==> src/rtl/spwm_sequencer.sv <==
// spwm_sequencer: sequences an up/down carrier counter for sine PWM.
// On a start request it clears the external counter, loads a clamped peak
// value and then ramps the counter 0..P..0 (P = Ciclos_pwm), advancing the
// sine sample index once per carrier valley. A stop request lets the current
// carrier period finish and parks the counter at 0.
//
// Ports:
//   clock, reset (async, active-low)
//   start, stop        run / stop requests, sampled every clock
//   Ciclos_cfg         requested carrier peak, applied at the next valley
//   carryUp/carryDown  peak / valley flags from the counter (include e)
//   e, UpDown, rst_syn counter enable, direction (1=up), synchronous clear
//   Ciclos_pwm         shadowed peak value driven to the counter
//   indice             sine sample index
//   sync_periodo       one-clock pulse after each valley tick
//   fin_ciclo          one-clock pulse when indice wraps to 0
//   activo             high while the carrier runs
module spwm_sequencer #(
  parameter int Ancho     = 11,
  parameter int Div       = 4,
  parameter int Muestras  = 256,
  parameter int AnchoIdx  = 8,
  parameter int CiclosIni = 1000
) (
  input  logic                clock,
  input  logic                reset,
  input  logic                start,
  input  logic                stop,
  input  logic [Ancho-1:0]    Ciclos_cfg,
  input  logic                carryUp,
  input  logic                carryDown,
  output logic                e,
  output logic                UpDown,
  output logic                rst_syn,
  output logic [Ancho-1:0]    Ciclos_pwm,
  output logic [AnchoIdx-1:0] indice,
  output logic                sync_periodo,
  output logic                fin_ciclo,
  output logic                activo
);

  localparam int PW = (Div > 1) ? $clog2(Div) : 1;
  localparam logic [PW-1:0]       PRESC_MAX = PW'(Div - 1);
  localparam logic [AnchoIdx-1:0] IDX_MAX   = AnchoIdx'(Muestras - 1);
  localparam logic [Ancho-1:0]    PICO_MIN  = Ancho'(2);

  typedef enum logic [1:0] {REPOSO, ARRANQUE, SUBE, BAJA} estado_t;

  estado_t             r_estado;
  estado_t             w_sig;
  logic [PW-1:0]       r_presc;
  logic                r_pend;
  logic                r_rst_syn;
  logic [Ancho-1:0]    r_pwm;
  logic [AnchoIdx-1:0] r_idx;
  logic                r_sync;
  logic                r_fin;
  logic                w_run;
  logic                w_valle;
  logic                w_parar;
  logic [Ancho-1:0]    w_pico;

  // Peak below 2 would make the up and down ramps degenerate.
  assign w_pico = (Ciclos_cfg < PICO_MIN) ? PICO_MIN : Ciclos_cfg;

  always_comb begin
    w_sig   = r_estado;
    w_run   = (r_estado == SUBE) || (r_estado == BAJA);
    w_valle = 1'b0;
    w_parar = 1'b0;
    e       = w_run && (r_presc == PRESC_MAX);
    UpDown  = 1'b1;
    unique case (r_estado)
      REPOSO:   if (start && !stop) w_sig = ARRANQUE;
      ARRANQUE: w_sig = SUBE;
      SUBE: begin
        // Turn around on the peak tick itself so the count goes P -> P-1.
        UpDown = ~carryUp;
        if (carryUp) w_sig = BAJA;
      end
      BAJA: begin
        UpDown = 1'b0;
        if (carryDown) begin
          w_valle = 1'b1;
          w_parar = r_pend || stop;
          w_sig   = w_parar ? REPOSO : SUBE;
        end
      end
      default: w_sig = REPOSO;
    endcase
  end

  always_ff @(posedge clock or negedge reset) begin
    if (!reset) begin
      r_estado  <= REPOSO;
      r_presc   <= '0;
      r_pend    <= 1'b0;
      r_rst_syn <= 1'b0;
      r_pwm     <= Ancho'(CiclosIni);
      r_idx     <= '0;
      r_sync    <= 1'b0;
      r_fin     <= 1'b0;
    end else begin
      r_estado  <= w_sig;
      // Clear pulse covers the ARRANQUE clock and the first clock after a stop.
      r_rst_syn <= ((r_estado == REPOSO) && (w_sig == ARRANQUE)) || w_parar;
      r_sync    <= w_valle;
      r_fin     <= w_valle && !w_parar && (r_idx == IDX_MAX);

      if (!w_run || (r_presc == PRESC_MAX)) r_presc <= '0;
      else                                  r_presc <= r_presc + 1'b1;

      if (w_valle)             r_pend <= 1'b0;
      else if (w_run && stop)  r_pend <= 1'b1;

      if ((r_estado == ARRANQUE) || w_valle) r_pwm <= w_pico;

      if (r_estado == ARRANQUE) r_idx <= '0;
      else if (w_valle && !w_parar)
        r_idx <= (r_idx == IDX_MAX) ? '0 : r_idx + 1'b1;
    end
  end

  assign rst_syn      = r_rst_syn;
  assign Ciclos_pwm   = r_pwm;
  assign indice       = r_idx;
  assign sync_periodo = r_sync;
  assign fin_ciclo    = r_fin;
  assign activo       = (r_estado != REPOSO);

endmodule

==> config.mk <==
export PLATFORM = sky130hd
export DESIGN_NAME = spwm_sequencer
export DESIGN_NICKNAME = d
export VERILOG_FILES = /design/src/rtl/spwm_sequencer.sv
export SDC_FILE = /design/constraint.sdc
export NUM_CORES = 1
export LEC_CHECK = 0
export CAP_MARGIN = 10
export CORE_MARGIN = 2
export CORE_UTILIZATION = 47
export CTS_BUF_LIST = sky130_fd_sc_hd__clkbuf_16
export CTS_CLUSTER_SIZE = 20
export DETAILED_ROUTE_END_ITERATION = 10
export GPL_TIMING_DRIVEN = 0
export PLACE_DENSITY_LB_ADDON = 0.05
export SETUP_SLACK_MARGIN = 0.2
export SLEW_MARGIN = 20
export SYNTH_ARGS = -nofsm -noshare
export SYNTH_HDL_FRONTEND = slang
export SYNTH_SLANG_ARGS = --single-unit
==> constraint.sdc <==
create_clock -name clock -period 2.25 [get_ports clock]
set_clock_uncertainty 0.05 [all_clocks]
set_input_delay 0.225 -clock clock [delete_from_list [all_inputs] [get_ports clock]]
set_output_delay 0.225 -clock clock [all_outputs]
set_load 0.03 [all_outputs]
Word-level counts from Yosys, hierarchy flattened
Cells that the tools add are included.

Register bits after elaboration: 27. Input bits: 17. Output and inout bits: 25. Logic and storage cells: 53.

Add/subtract/negate cells: 2. $lt $le $gt $ge: 1. Equal/unequal tests: 6. Multiplexer cells: 17. Bitwise logic cells: 1. Reduce and logical (&&, ||, !) cells: 18.

Operators by type and width (count): 2-to-1 mux 8 bit (3); < comparator 11 x 2 -> 1 bit, second input constant (1); 2-to-1 mux 11 bit (1); 2-to-1 mux 2 bit (5); adder 8 x 1 -> 8 bit, second input constant (1); equality test 8 bit, second input constant (1); case mux 2 bit (4 select lines) (1); equality test 2 bit, second input constant (3); logical AND 1 bit (6); 2-to-1 mux 1 bit (6); nonzero test 2 bit (3); logical OR 1 bit (5); equality test 2 x 1 -> 1 bit, second input constant (2); logical NOT 1 bit (3); adder 2 x 1 -> 2 bit, second input constant (1); logical NOT 2 bit (1); case mux 1 bit (2 select lines) (1); NOT 1 bit (1).

Longest topological paths before layout
Depth in word-level cells: 7. Gate-level depth with buffers: 5.

Worst setup path after synthesis
OpenSTA, ideal clock, no wires.

Path type: register to register. Start point: register r_idx[0] (netlist: indice[0]). End point: register r_idx[2] (netlist: indice[2]). Data arrival time: 1476 ps. Data required time: 2078 ps. Slack: 602 ps. Cell stages (with the launch flop): 6. Path buffers: 0. Cell sequence: dfrtp_1 ha_1 nand3_1 or3_4 o21ai_2 nor2_1.

Word-level cells in the longest chain between the ends: 4. Elaborated cells on any way between the ends: 5.

Ends and longest elaborated chain: start, declared (RTL line 55) `logic [AnchoIdx-1:0] r_idx;`; start signal, assigned (RTL line 120) `r_idx <= (r_idx == IDX_MAX) ? '0 : r_idx + 1'b1;`; adder 8 x 1 -> 8 bit / equality test 8 bit (equally long branches) (RTL line 120); 2-to-1 mux 8 bit (*) (RTL line 120); 2-to-1 mux 8 bit (*) (RTL line 119) `else if (w_valle && !w_parar)`; 2-to-1 mux 8 bit (*) (RTL line 118) `if (r_estado == ARRANQUE) r_idx <= '0;`.

Mark *: on every way between the ends. The rest lies on a longest branch, timed or not. The select of a mux whose other input is x is not followed. A chain may end at the register's enable or synchronous reset.

Final worst setup path
Start point: register r_presc[0]. End point: output e.

Word-level cells in the longest chain between the ends: 2.

Ends and longest elaborated chain: start, declared (RTL line 51) `logic [PW-1:0] r_presc;`; start signal, assigned (RTL line 111) `else r_presc <= r_presc + 1'b1;`; equality test 2 bit (RTL line 71) `e = w_run && (r_presc == PRESC_MAX);`; logical AND 1 bit (RTL line 71); end, declared (RTL line 32) `output logic e,`.

No other way between the ends.

==> flow_metrics.tcl <==
set metrics [dict create \
    ir_drop_mv 0.874 \
    io_pins 42 \
    stdcell_count 180 \
    syn_area_um2 1220 \
    report.final.slew_viol_count 0 \
    clock_path_buffers 2 \
    fin_tns_setup_ps 0 \
    antenna_cells 0 \
    switchingPower_uw 852 \
    io_buffers 41 \
    start_util_pct 49.2 \
    power_leakage_uw 0.000742 \
    syn_to_final_growth_pct 43.9 \
    drcViolationCount 0 \
    num-nets-final 170 \
    p_seq_share_pct 36.0 \
    numCtsBuffers 3 \
    wire_per_inst_um 14.0 \
    synthTopCellsByArea "dfrtp_1 43%, dfstp_2 13%, mux2_1 6.5%, nor2_1 3.1%, xor2_1 2.9%" \
    start_kind "flip-flop" \
    syn_area_per_cell_um2 11.7 \
    crit_type "reg -> out" \
    die_h_um 54.9 \
    netlist_instances 104 \
    swShare_pct 37.6 \
    ant_nets 0 \
    dp.cells 175 \
    grt_pass1_wl_um 4040 \
    drive_gt1_share_pct 16.0 \
    grt_pass1_vias 956 \
    core_um2 2480 \
    clockRootBuffer "clkbuf_16" \
    comb_power_share_pct 46.4 \
    min_period_ps 1910 \
    yosysTopAreaCellShare_pct 43.1 \
    tightestPinTransition_ps 579 \
    setup_viol 0 \
    drt-pass1-iter-count 4 \
    max-slew-margin-rel_pct 61.4 \
    min_path_type "reg -> reg" \
    seq_area_frac_synth_pct 56.1 \
    post_dp_cell_area_um2 1660 \
    via_count 940 \
    period_share_pct 84.7 \
    critPathArrivalTime_ps 1630 \
    syn_nets 123 \
    rows 18 \
    power.internal_uw 1410 \
    antenna_found_initial 0 \
    fmax_mhz 525 \
    required_ps 1980 \
    rsz0062_at_grt "no" \
    cts.sinks 27 \
    grt_usage_pct 18.9 \
    via_per_inst 5.22 \
    cap_violations 0 \
    critical_path.max_fanout 3 \
    ys_types 36 \
    grt_max_degree 28 \
    place_congestion 0.800 \
    status "finished, final reports clean" \
    synth_seq_cells 27 \
    insertion_delay_ps 260 \
    stdcell_area_um2 1750 \
    synth_area_leader_cell "dfrtp_1" \
    fp.dieW_um 54.9 \
    p_per_area_nw_per_um2 1290 \
    pwr-share-clk_pct 17.6 \
    dp_hpwl_um 1900 \
    grt_overflow 0 \
    finalHoldViolations 0 \
    ys_warn_count 0 \
    die-area_um2 3020 \
    drt-total-wl_um 2520 \
    cts.clk_slew.worst_paths_ps 60 \
    cts_tree "done" \
    htree_levels 1 \
    hold_ws_ps 395 \
    cts_setup_buffers 0 \
    cp-end-kind "output port" \
    drt_iter0_markers 2 \
]
per-layer routing:
metal  share of wire [%]  vias to the layer above  GRT usage [%]
li1                    -                      460              -
met1                  41                      447           21.2
met2                  51                       28           35.3
met3                 7.2                        5           4.30
met4                 1.1                        0           6.10
met5                   0                        -              0
layout by cell type, fill, tap and decap left out, types with 3 or more instances in the layout:
| cell | n |
|---|---|
| clkdlybuf4s50_1 | 40 |
| dfrtp_1 | 21 |
| nor2_1 | 10 |
| nand2_1 | 8 |
| mux2_1 | 7 |
| dfstp_2 | 6 |
| o21ai_0 | 5 |
| inv_1 | 4 |
| xor2_1 | 4 |
| a21oi_1 | 3 |
| a31oi_1 | 3 |
| nor4_1 | 3 |
| clkbuf_16 | 3 |
Yosys cell counts:
cell type,number
dfstp_2,6
inv_2,1
nand3b_1,1
or2_4,1
nor3b_1,1
a31oi_1,3
nand2_1,8
a21oi_1,3
o21ai_0,5
and4bb_2,1
mux2_1,7
nor4_1,3
mux2i_1,2
mux2_2,2
or3_4,1
xnor2_1,1
nand3_2,1
a22o_1,1
and3_1,1
and4_1,1
o211ai_1,2
xor2_1,4
o2111ai_1,1
or2_0,1
nor3_1,1
nor2b_1,1
and2_2,1
buf_4,1
and2b_4,1
ha_1,2
nand3_1,1
o21ai_2,2
nor2_1,10
inv_1,4
buf_6,1
dfrtp_1,21
final cells by class:
cell class / instances / area (um2)
clock buffer: 3 / 75.1
tap: 30 / 37.5
fill: 186 / 723
sequential: 27 / 683
clock inverter: 1 / 7.51
inverter: 5 / 18.8
timing repair buffer: 42 / 415
multi-input combinational: 70 / 498
buffer: 2 / 18.8
through the flow:
stage                     util [%]  total power [uW]  worst slack (ps)
after floorplan                  -              1450               602
after global placement        67.3              1840               473
after detailed placement      67.1              1880               453
after CTS                     70.8              2290               336
after global routing          70.8              2390               255
final                         70.8              2260               344
sequential cells by signal (all words and copies together), names as in the netlist:
name          count
Ciclos_pwm       11
indice            8
r_estado          2
r_presc           2
fin_ciclo         1
r_pend            1
rst_syn           1
sync_periodo      1
cell families (layout without fill, tap and decap cells):
kind of cell,after synthesis,count (layout),share of synthesized area (%)
xor+xnor,5,5,3.59
simple gates,35,35,16.3
buf+inv,7,53,3.08
mux,11,11,9.96
fa+ha+maj,2,2,2.05
flops,27,27,56.1
compound gates,17,17,8.93
what timing repair did:
action | CTS | global route
hold buffers | 1 | 0
hold endpoints to repair | 21 | 0
resized for setup | 0 | 0
setup endpoints to repair | 0 | 0
worst max-delay path, stage by stage, from the launching register on:
cell	delay (ps)
dfrtp_1	380
ha_1	220
and2_2	190
clkdlybuf4s50_1	580
power by group through the flow:
stage	registers [uW]	clock network (uW)	logic (uW)
2_1_floorplan	1080	0	369
3_3_place_gp	804	0	1030
3_5_place_dp	825	0	1060
4_1_cts	818	405	1060
5_1_grt	836	430	1130
6_report	816	399	1050
worst paths after layout:
check / start / endpoint / slack, ps / cells past startpoint
min in group asynchronous: reset / Ciclos_pwm[4] / 450 / 2
setup / recovery: r_presc[0] / e / 340 / 3
max in group asynchronous: reset / r_presc[0] / 1320 / 2
hold / removal: r_presc[0] / r_presc[0] / 400 / 1
hold reg to reg: r_presc[0] / r_presc[0] / 400 / 1
setup reg to reg: indice[1] / indice[5] / 660 / 5
Note: power is estimated with default switching activity, not from simulation.
